$ cat config.mk
export PLATFORM = sky130hd
export DESIGN_NAME = spi_pkg_ctrl
export DESIGN_NICKNAME = d
export VERILOG_FILES = /design/src/rtl/spi_pkg_ctrl.sv
export SDC_FILE = /design/constraint.sdc
export NUM_CORES = 1
export LEC_CHECK = 0
export BUFFER_PORTS_ARGS = -buffer_cell sky130_fd_sc_hd__buf_2
export CAP_MARGIN = 5
export CORE_MARGIN = 5
export CORE_UTILIZATION = 57
export CTS_CLUSTER_SIZE = 12
export DETAILED_ROUTE_END_ITERATION = 6
export PLACE_DENSITY = 0.8
export SYNTH_ARGS = -nofsm -noshare
export SYNTH_HDL_FRONTEND = slang
export SYNTH_SLANG_ARGS = --single-unit
$ cat constraint.sdc
create_clock -name sys_clk -period 3.65 [get_ports sys_clk]
set_input_delay 0 -clock sys_clk [delete_from_list [all_inputs] [get_ports sys_clk]]
set_output_delay 0 -clock sys_clk [all_outputs]
set_load 0.05 [all_outputs]
$ cat src/rtl/spi_pkg_ctrl.sv
// spi_pkg_ctrl: package-level transfer controller between the DAQ FIFO and the
// SPI slave feeding the WiFi host. Waits for one full package, runs a pre-delay,
// raises the host interrupt, paces FIFO reads from slave byte requests inside the
// chip-select window, drains the remainder of short transfers so the FIFO stays
// package-aligned, then runs a post-delay.
// Build option: define SPI_PKG_CNT_EN to implement the 16-bit completed-package
// counter; otherwise pkg_cnt is tied to zero (port list unchanged).
module spi_pkg_ctrl #(
    parameter int PACKAGE_SIZE = 2000,
    parameter int LEVEL_WIDTH  = 12,
    parameter int PRE_DELAY    = 16,
    parameter int POS_DELAY    = 16,
    parameter int CS_TIMEOUT   = 50000
) (
    input  logic                   sys_clk,
    input  logic                   sys_rst_n,
    input  logic                   en,
    input  logic [LEVEL_WIDTH-1:0] fifo_level,
    input  logic                   fifo_empty,
    input  logic                   cs_n,
    input  logic                   byte_req,
    input  logic                   err_clr,
    output logic                   fifo_rd_en,
    output logic                   intr_out,
    output logic                   package_ready,
    output logic                   pre_delay_flag,
    output logic                   pos_delay_flag,
    output logic                   busy,
    output logic [3:0]             err_flags,
    output logic [15:0]            pkg_cnt,
    output logic [2:0]             state_dbg
);

    localparam int BW      = $clog2(PACKAGE_SIZE + 1);
    localparam int DLY_MAX = (PRE_DELAY > POS_DELAY) ? PRE_DELAY : POS_DELAY;
    localparam int DW      = $clog2(DLY_MAX + 1);
    localparam int TW      = $clog2(CS_TIMEOUT + 1);

    localparam logic [BW-1:0]          PKG_BYTES = BW'(PACKAGE_SIZE);
    localparam logic [BW-1:0]          BYTE_ONE  = BW'(1);
    localparam logic [LEVEL_WIDTH-1:0] PKG_LEVEL = LEVEL_WIDTH'(PACKAGE_SIZE);
    localparam logic [DW-1:0]          DLY_ONE   = DW'(1);
    localparam logic [DW-1:0]          PRE_LAST  = DW'(PRE_DELAY - 1);
    localparam logic [DW-1:0]          POS_LAST  = DW'(POS_DELAY - 1);
    localparam logic [TW-1:0]          TMO_ONE   = TW'(1);
    localparam logic [TW-1:0]          TMO_LAST  = TW'(CS_TIMEOUT - 1);

    typedef enum logic [2:0] {
        S_IDLE      = 3'd0,
        S_WAIT_FILL = 3'd1,
        S_PRE_DELAY = 3'd2,
        S_INTR      = 3'd3,
        S_XFER      = 3'd4,
        S_DRAIN     = 3'd5,
        S_POS_DELAY = 3'd6
    } state_t;

    state_t        state_q, state_d;
    logic          cs_meta_q, cs_sync_q, cs_prev_q;
    logic          cs_fall, cs_rise;
    logic [BW-1:0] byte_cnt_q, byte_cnt_d, cnt_next;
    logic [DW-1:0] dly_q, dly_d;
    logic [TW-1:0] tmo_q, tmo_d;
    logic          rd_en_q, rd_en_d;
    logic          intr_q, intr_d;
    logic          pkg_rdy_q, pkg_rdy_d;
    logic          pre_q, pre_d;
    logic          pos_q, pos_d;
    logic          busy_q, busy_d;
    logic [3:0]    err_q, err_d, err_set;

    // Two-flop synchroniser on raw chip select plus a history flop for edge detect.
    always_ff @(posedge sys_clk or negedge sys_rst_n) begin
        if (!sys_rst_n) begin
            cs_meta_q <= 1'b1;
            cs_sync_q <= 1'b1;
            cs_prev_q <= 1'b1;
        end else begin
            cs_meta_q <= cs_n;
            cs_sync_q <= cs_meta_q;
            cs_prev_q <= cs_sync_q;
        end
    end

    assign cs_fall = cs_prev_q & ~cs_sync_q;
    assign cs_rise = ~cs_prev_q & cs_sync_q;

    // Next-state, counter and error-event decode for the package FSM.
    always_comb begin
        state_d    = state_q;
        byte_cnt_d = byte_cnt_q;
        dly_d      = dly_q;
        tmo_d      = tmo_q;
        rd_en_d    = 1'b0;
        pkg_rdy_d  = pkg_rdy_q;
        err_set    = 4'b0000;
        cnt_next   = byte_cnt_q;
        case (state_q)
            S_IDLE: begin
                if (en) begin
                    state_d = S_WAIT_FILL;
                end else begin
                    state_d = S_IDLE;
                end
            end
            S_WAIT_FILL: begin
                if (!en) begin
                    state_d = S_IDLE;
                end else if (fifo_level >= PKG_LEVEL) begin
                    state_d    = S_PRE_DELAY;
                    byte_cnt_d = '0;
                    dly_d      = '0;
                end else begin
                    state_d = S_WAIT_FILL;
                end
            end
            S_PRE_DELAY: begin
                if (dly_q == PRE_LAST) begin
                    state_d   = S_INTR;
                    tmo_d     = '0;
                    pkg_rdy_d = 1'b1;
                end else begin
                    dly_d = dly_q + DLY_ONE;
                end
            end
            S_INTR: begin
                if (cs_fall) begin
                    state_d = S_XFER;
                end else if (tmo_q == TMO_LAST) begin
                    // Package left in the FIFO; WAIT_FILL re-offers it.
                    state_d    = S_WAIT_FILL;
                    pkg_rdy_d  = 1'b0;
                    err_set[0] = 1'b1;
                end else begin
                    tmo_d = tmo_q + TMO_ONE;
                end
            end
            S_XFER: begin
                if (byte_req) begin
                    if (byte_cnt_q == PKG_BYTES) begin
                        err_set[2] = 1'b1;
                    end else if (fifo_empty) begin
                        err_set[3] = 1'b1;
                    end else begin
                        rd_en_d = 1'b1;
                    end
                end else begin
                    rd_en_d = 1'b0;
                end
                // A read requested together with cs_rise counts before the length check.
                cnt_next   = rd_en_d ? (byte_cnt_q + BYTE_ONE) : byte_cnt_q;
                byte_cnt_d = cnt_next;
                if (cs_rise) begin
                    pkg_rdy_d = 1'b0;
                    dly_d     = '0;
                    if (cnt_next == PKG_BYTES) begin
                        state_d = S_POS_DELAY;
                    end else begin
                        state_d    = S_DRAIN;
                        err_set[1] = 1'b1;
                    end
                end else begin
                    state_d = S_XFER;
                end
            end
            S_DRAIN: begin
                if (byte_cnt_q == PKG_BYTES) begin
                    state_d = S_POS_DELAY;
                    dly_d   = '0;
                end else if (!fifo_empty) begin
                    rd_en_d    = 1'b1;
                    byte_cnt_d = byte_cnt_q + BYTE_ONE;
                end else begin
                    state_d = S_DRAIN;
                end
            end
            S_POS_DELAY: begin
                if (dly_q == POS_LAST) begin
                    state_d = en ? S_WAIT_FILL : S_IDLE;
                end else begin
                    dly_d = dly_q + DLY_ONE;
                end
            end
            default: begin
                state_d = S_IDLE;
            end
        endcase
    end

    // Registered status outputs decoded from the next state; a set wins over err_clr.
    always_comb begin
        intr_d = (state_d == S_INTR);
        pre_d  = (state_d == S_PRE_DELAY);
        pos_d  = (state_d == S_POS_DELAY);
        busy_d = (state_d != S_IDLE) && (state_d != S_WAIT_FILL);
        err_d  = (err_clr ? 4'b0000 : err_q) | err_set;
    end

    // FSM, counters and output registers.
    always_ff @(posedge sys_clk or negedge sys_rst_n) begin
        if (!sys_rst_n) begin
            state_q    <= S_IDLE;
            byte_cnt_q <= '0;
            dly_q      <= '0;
            tmo_q      <= '0;
            rd_en_q    <= 1'b0;
            intr_q     <= 1'b0;
            pkg_rdy_q  <= 1'b0;
            pre_q      <= 1'b0;
            pos_q      <= 1'b0;
            busy_q     <= 1'b0;
            err_q      <= 4'b0000;
        end else begin
            state_q    <= state_d;
            byte_cnt_q <= byte_cnt_d;
            dly_q      <= dly_d;
            tmo_q      <= tmo_d;
            rd_en_q    <= rd_en_d;
            intr_q     <= intr_d;
            pkg_rdy_q  <= pkg_rdy_d;
            pre_q      <= pre_d;
            pos_q      <= pos_d;
            busy_q     <= busy_d;
            err_q      <= err_d;
        end
    end

`ifdef SPI_PKG_CNT_EN
    logic [15:0] pkg_cnt_q, pkg_cnt_d;

    // Count a package when the post-delay expires (wraps at 16 bits).
    always_comb begin
        if ((state_q == S_POS_DELAY) && (dly_q == POS_LAST)) begin
            pkg_cnt_d = pkg_cnt_q + 16'd1;
        end else begin
            pkg_cnt_d = pkg_cnt_q;
        end
    end

    // Completed-package counter register.
    always_ff @(posedge sys_clk or negedge sys_rst_n) begin
        if (!sys_rst_n) begin
            pkg_cnt_q <= 16'd0;
        end else begin
            pkg_cnt_q <= pkg_cnt_d;
        end
    end

    assign pkg_cnt = pkg_cnt_q;
`else
    assign pkg_cnt = 16'd0;
`endif

    assign fifo_rd_en     = rd_en_q;
    assign intr_out       = intr_q;
    assign package_ready  = pkg_rdy_q;
    assign pre_delay_flag = pre_q;
    assign pos_delay_flag = pos_q;
    assign busy           = busy_q;
    assign err_flags      = err_q;
    assign state_dbg      = state_q;

endmodule

==> impl_metrics.csv <==
group,metric,value,unit
status,status,"finished, final reports clean",
logic_synthesis,seq_area_frac_synth,0.402,
timing,period_minus_slack,2980,ps
placed_design,dp_hpwl,4590,um
floorplanning,start_util,0.587,
detailed_routing,routed_wl,6630,um
logic_synthesis,synth_largest_area_cell,"dfrtp_1",
detailed_routing,via_count,2568,
timing,rsz0062_at_grt,"no",
clock_tree,holdBufCountCts,5,
timing,skew,6.21,ps
timing,slew_violations,0,
hold_path,timing.hold.worst.class,"in -> reg",
global_routing,grt_pass1_wl,11400,um
worst_setup_path,arrival,3220,ps
logic_synthesis,synth_cell_types,63,
clock_tree,cts_buffers,5,
clock_tree,htreeDepth,2,
logic_synthesis,synth_ff_type,"dfrtp_1",
floorplanning,rows,26,
placed_design,numPortBuffers,27,
clock_tree,clk_latency,310,ps
clock_tree,cts_resized,0,
timing,worst_pin_slew,1030,ps
global_routing,grt_pass1_vias,2369,
worst_setup_path,slowest_stage,"dfrtp_1",
timing,max_freq,336,MHz
clock_tree,post_cts_buffers,0,
clock_tree,cts-root-buf,"clkbuf_8",
logic_synthesis,synth_top_area_share,0.375,
global_routing,antenna_found_initial,0,
logic_synthesis,synth_seq_cells,48,
logic_synthesis,yosys-top-cells-area,"dfrtp_1 (38%), o21ai_0 (5.2%), nand2_1 (4.5%)",
clock_tree,cts.sinks,48,
final_layout,final_common_cell,"dfrtp_1",
timing,post-route-period-util,0.816,
detailed_routing,viasPerCell,5.93,
timing,tns,0,ps
logic_synthesis,yosys_warnings,0,
worst_setup_path,max_stage_delay,540,ps
timing,final-hold-violation-count,0,
floorplanning,die_h,82.6,um
clock_tree,cts_tree,"built",
logic_synthesis,synth_area,0.00300,mm2
timing,setup_viol,0,
logic_synthesis,synth-edff-count,0,
detailed_routing,detail-route-antenna-nets,0,
detailed_routing,drc,0,
timing,relSlewSlack,0.314,
logic_synthesis,synth_cells,337,
final_layout,fin_nets,386,
power_and_ir_drop,power.total,1.77,mW
floorplanning,die_x,82.6,um
global_routing,grt_overflow_total,0,
worst_setup_path,crit_path_max_fanout,32,
final_layout,n_fill_cell,443,
logic_synthesis,async_flop_share,1.00,
floorplanning,pin_count,48,
worst_setup_path,required,3890,ps
final_layout,syn_to_final_growth,8.01,%
detailed_routing,avgRoutedWirePerCell,15.3,um
final_layout,drive_gt1_frac,0.163,
logic_synthesis,synth.avg_cell_area,8.90,um2
final_layout,diodes,0,
power_and_ir_drop,ir_drop,0.402,mV
worst_setup_path,critPathKind,"reg -> reg",
clock_tree,clockBufferDepth,2,
power_and_ir_drop,p_per_area,547,mW/mm2
worst_setup_path,crit_chain,"ha_1 > nand3b_1 > a22oi_1 > o211ai_1 > nor4_2 > a31oi_4 > buf_4 > or4_1 > a21oi_1",
clock_tree,clk_pin_slew,90,ps
floorplanning,dieArea,0.00681,mm2
worst_setup_path,cp-end-kind,"flop",
detailed_routing,drt_iter0_drc,245,
job,drv_cap,0,
worst_setup_path,critPathLaunchType,"flop",
placed_design,gp_congestion,0.922,
final_layout,mostFrequentLayoutCells,"dfrtp_1 (45), nand2_1 (36), o21ai_0 (31), buf_2 (27), conb_1 (16)",
detailed_routing,dr.pass1.iters,5,
global_routing,grt_max_degree,49,
global_routing,grtUsageTotal,0.216,
power_and_ir_drop,leakagePower,1.38,nW
floorplanning,core-area,0.00511,mm2
where the power goes:
part	switching [mW]	internal [mW]
logic	0.503	0.208
clock network	0.177	0.154
registers	0.108	0.621
total	0.789	0.983
per-stage QoR:
| step | util | setup slack (ps) | hold WS [ps] | std cells | area (um2) |
|---|---|---|---|---|---|
| finish | 0.634 | 671 | 230 | 433 | 3240 |
| global route | 0.634 | 428 | 284 | 433 | 3240 |
| CTS | 0.634 | 722 | 201 | 433 | 3240 |
| detailed placement | 0.606 | 752 | 109 | 420 | 3100 |
| global placement | 0.606 | 754 | 106 | 420 | 3100 |
| floorplan | - | 954 | -296 | 352 | 3060 |
Yosys cell counts (4+ instances only):
cell type / number
a21oi_1: 11
a21oi_2: 5
a31oi_1: 7
and3_1: 6
buf_4: 16
clkbuf_1: 11
dfrtp_1: 45
ha_1: 5
inv_1: 13
nand2_1: 36
nand2b_1: 8
nand3_1: 15
nand3b_1: 4
nand4_1: 10
nor2_1: 15
nor2b_1: 9
nor3_1: 4
o211ai_1: 6
o21ai_0: 31
o31ai_1: 6
or3_1: 9
or4_1: 7
xor2_1: 4
final timing paths:
kind	startpoint	end	slack, ps	cells after the start
min in group asynchronous	sys_rst_n	tmo_q[12]	390	2
worst max register to register	byte_cnt_q[0]	tmo_q[14]	670	9
worst max-delay path	byte_cnt_q[0]	tmo_q[14]	670	9
max in group asynchronous	sys_rst_n	byte_cnt_q[4]	2600	2
worst min-delay path	fifo_empty	byte_cnt_q[3]	230	4
worst min register to register	cs_meta_q	cs_sync_q	360	0
layout make-up:
cell class | instances | area (um2) | area share
flip-flops and latches | 48 | 1200 | 0.372
inverters | 13 | 48.8 | 0.0151
clock buffers | 7 | 86.3 | 0.0266
well taps | 70 | 87.6 | 0.0270
multi-input cells | 256 | 1580 | 0.486
repair buffers | 38 | 230 | 0.0710
clock inverters | 1 | 7.51 | 0.00232
metal layers:
layer	part of all wire	wire, um	track usage	up-vias
met5	0	0	0	-
met4	0.013	84	0.0670	0
met1	0.44	2940	0.304	1207
met3	0.075	498	0.0412	8
met2	0.47	3110	0.337	100
li1	-	-	-	1253
worst max-delay path: cells and delay by family, from the launching register on:
family                   cells  cell delay (ps)
AND/OR/NAND/NOR              3             1050
AO/OA/AOI/OAI                4              610
flip-flops                   1              540
adder cells (fa/ha/maj)      1              450
buffers and inverters        1              250
cell families (layout without fill, tap and decap cells):
logic type / Yosys count / after routing / share of synthesized area
buffers and inverters: 48 / 59 / 0.0922
XOR/XNOR: 4 / 4 / 0.0117
other: 1 / 16 / 0.00125
AO/OA/AOI/OAI: 90 / 90 / 0.204
adder cells (fa/ha/maj): 5 / 5 / 0.0209
flip-flops: 48 / 48 / 0.402
AND/OR/NAND/NOR: 141 / 141 / 0.268
sequential cells by signal, indices dropped and copies added (netlist names):
name	flops
tmo_q	16
busy	1
dly_q	5
byte_cnt_q	11
pos_delay_flag	1
pre_delay_flag	1
err_flags	4
intr_out	1
state_dbg	3
cs_prev_q	1
fifo_rd_en	1
package_ready	1
cs_meta_q	1
cs_sync_q	1
Note: power is estimated with default switching activity, not from simulation.
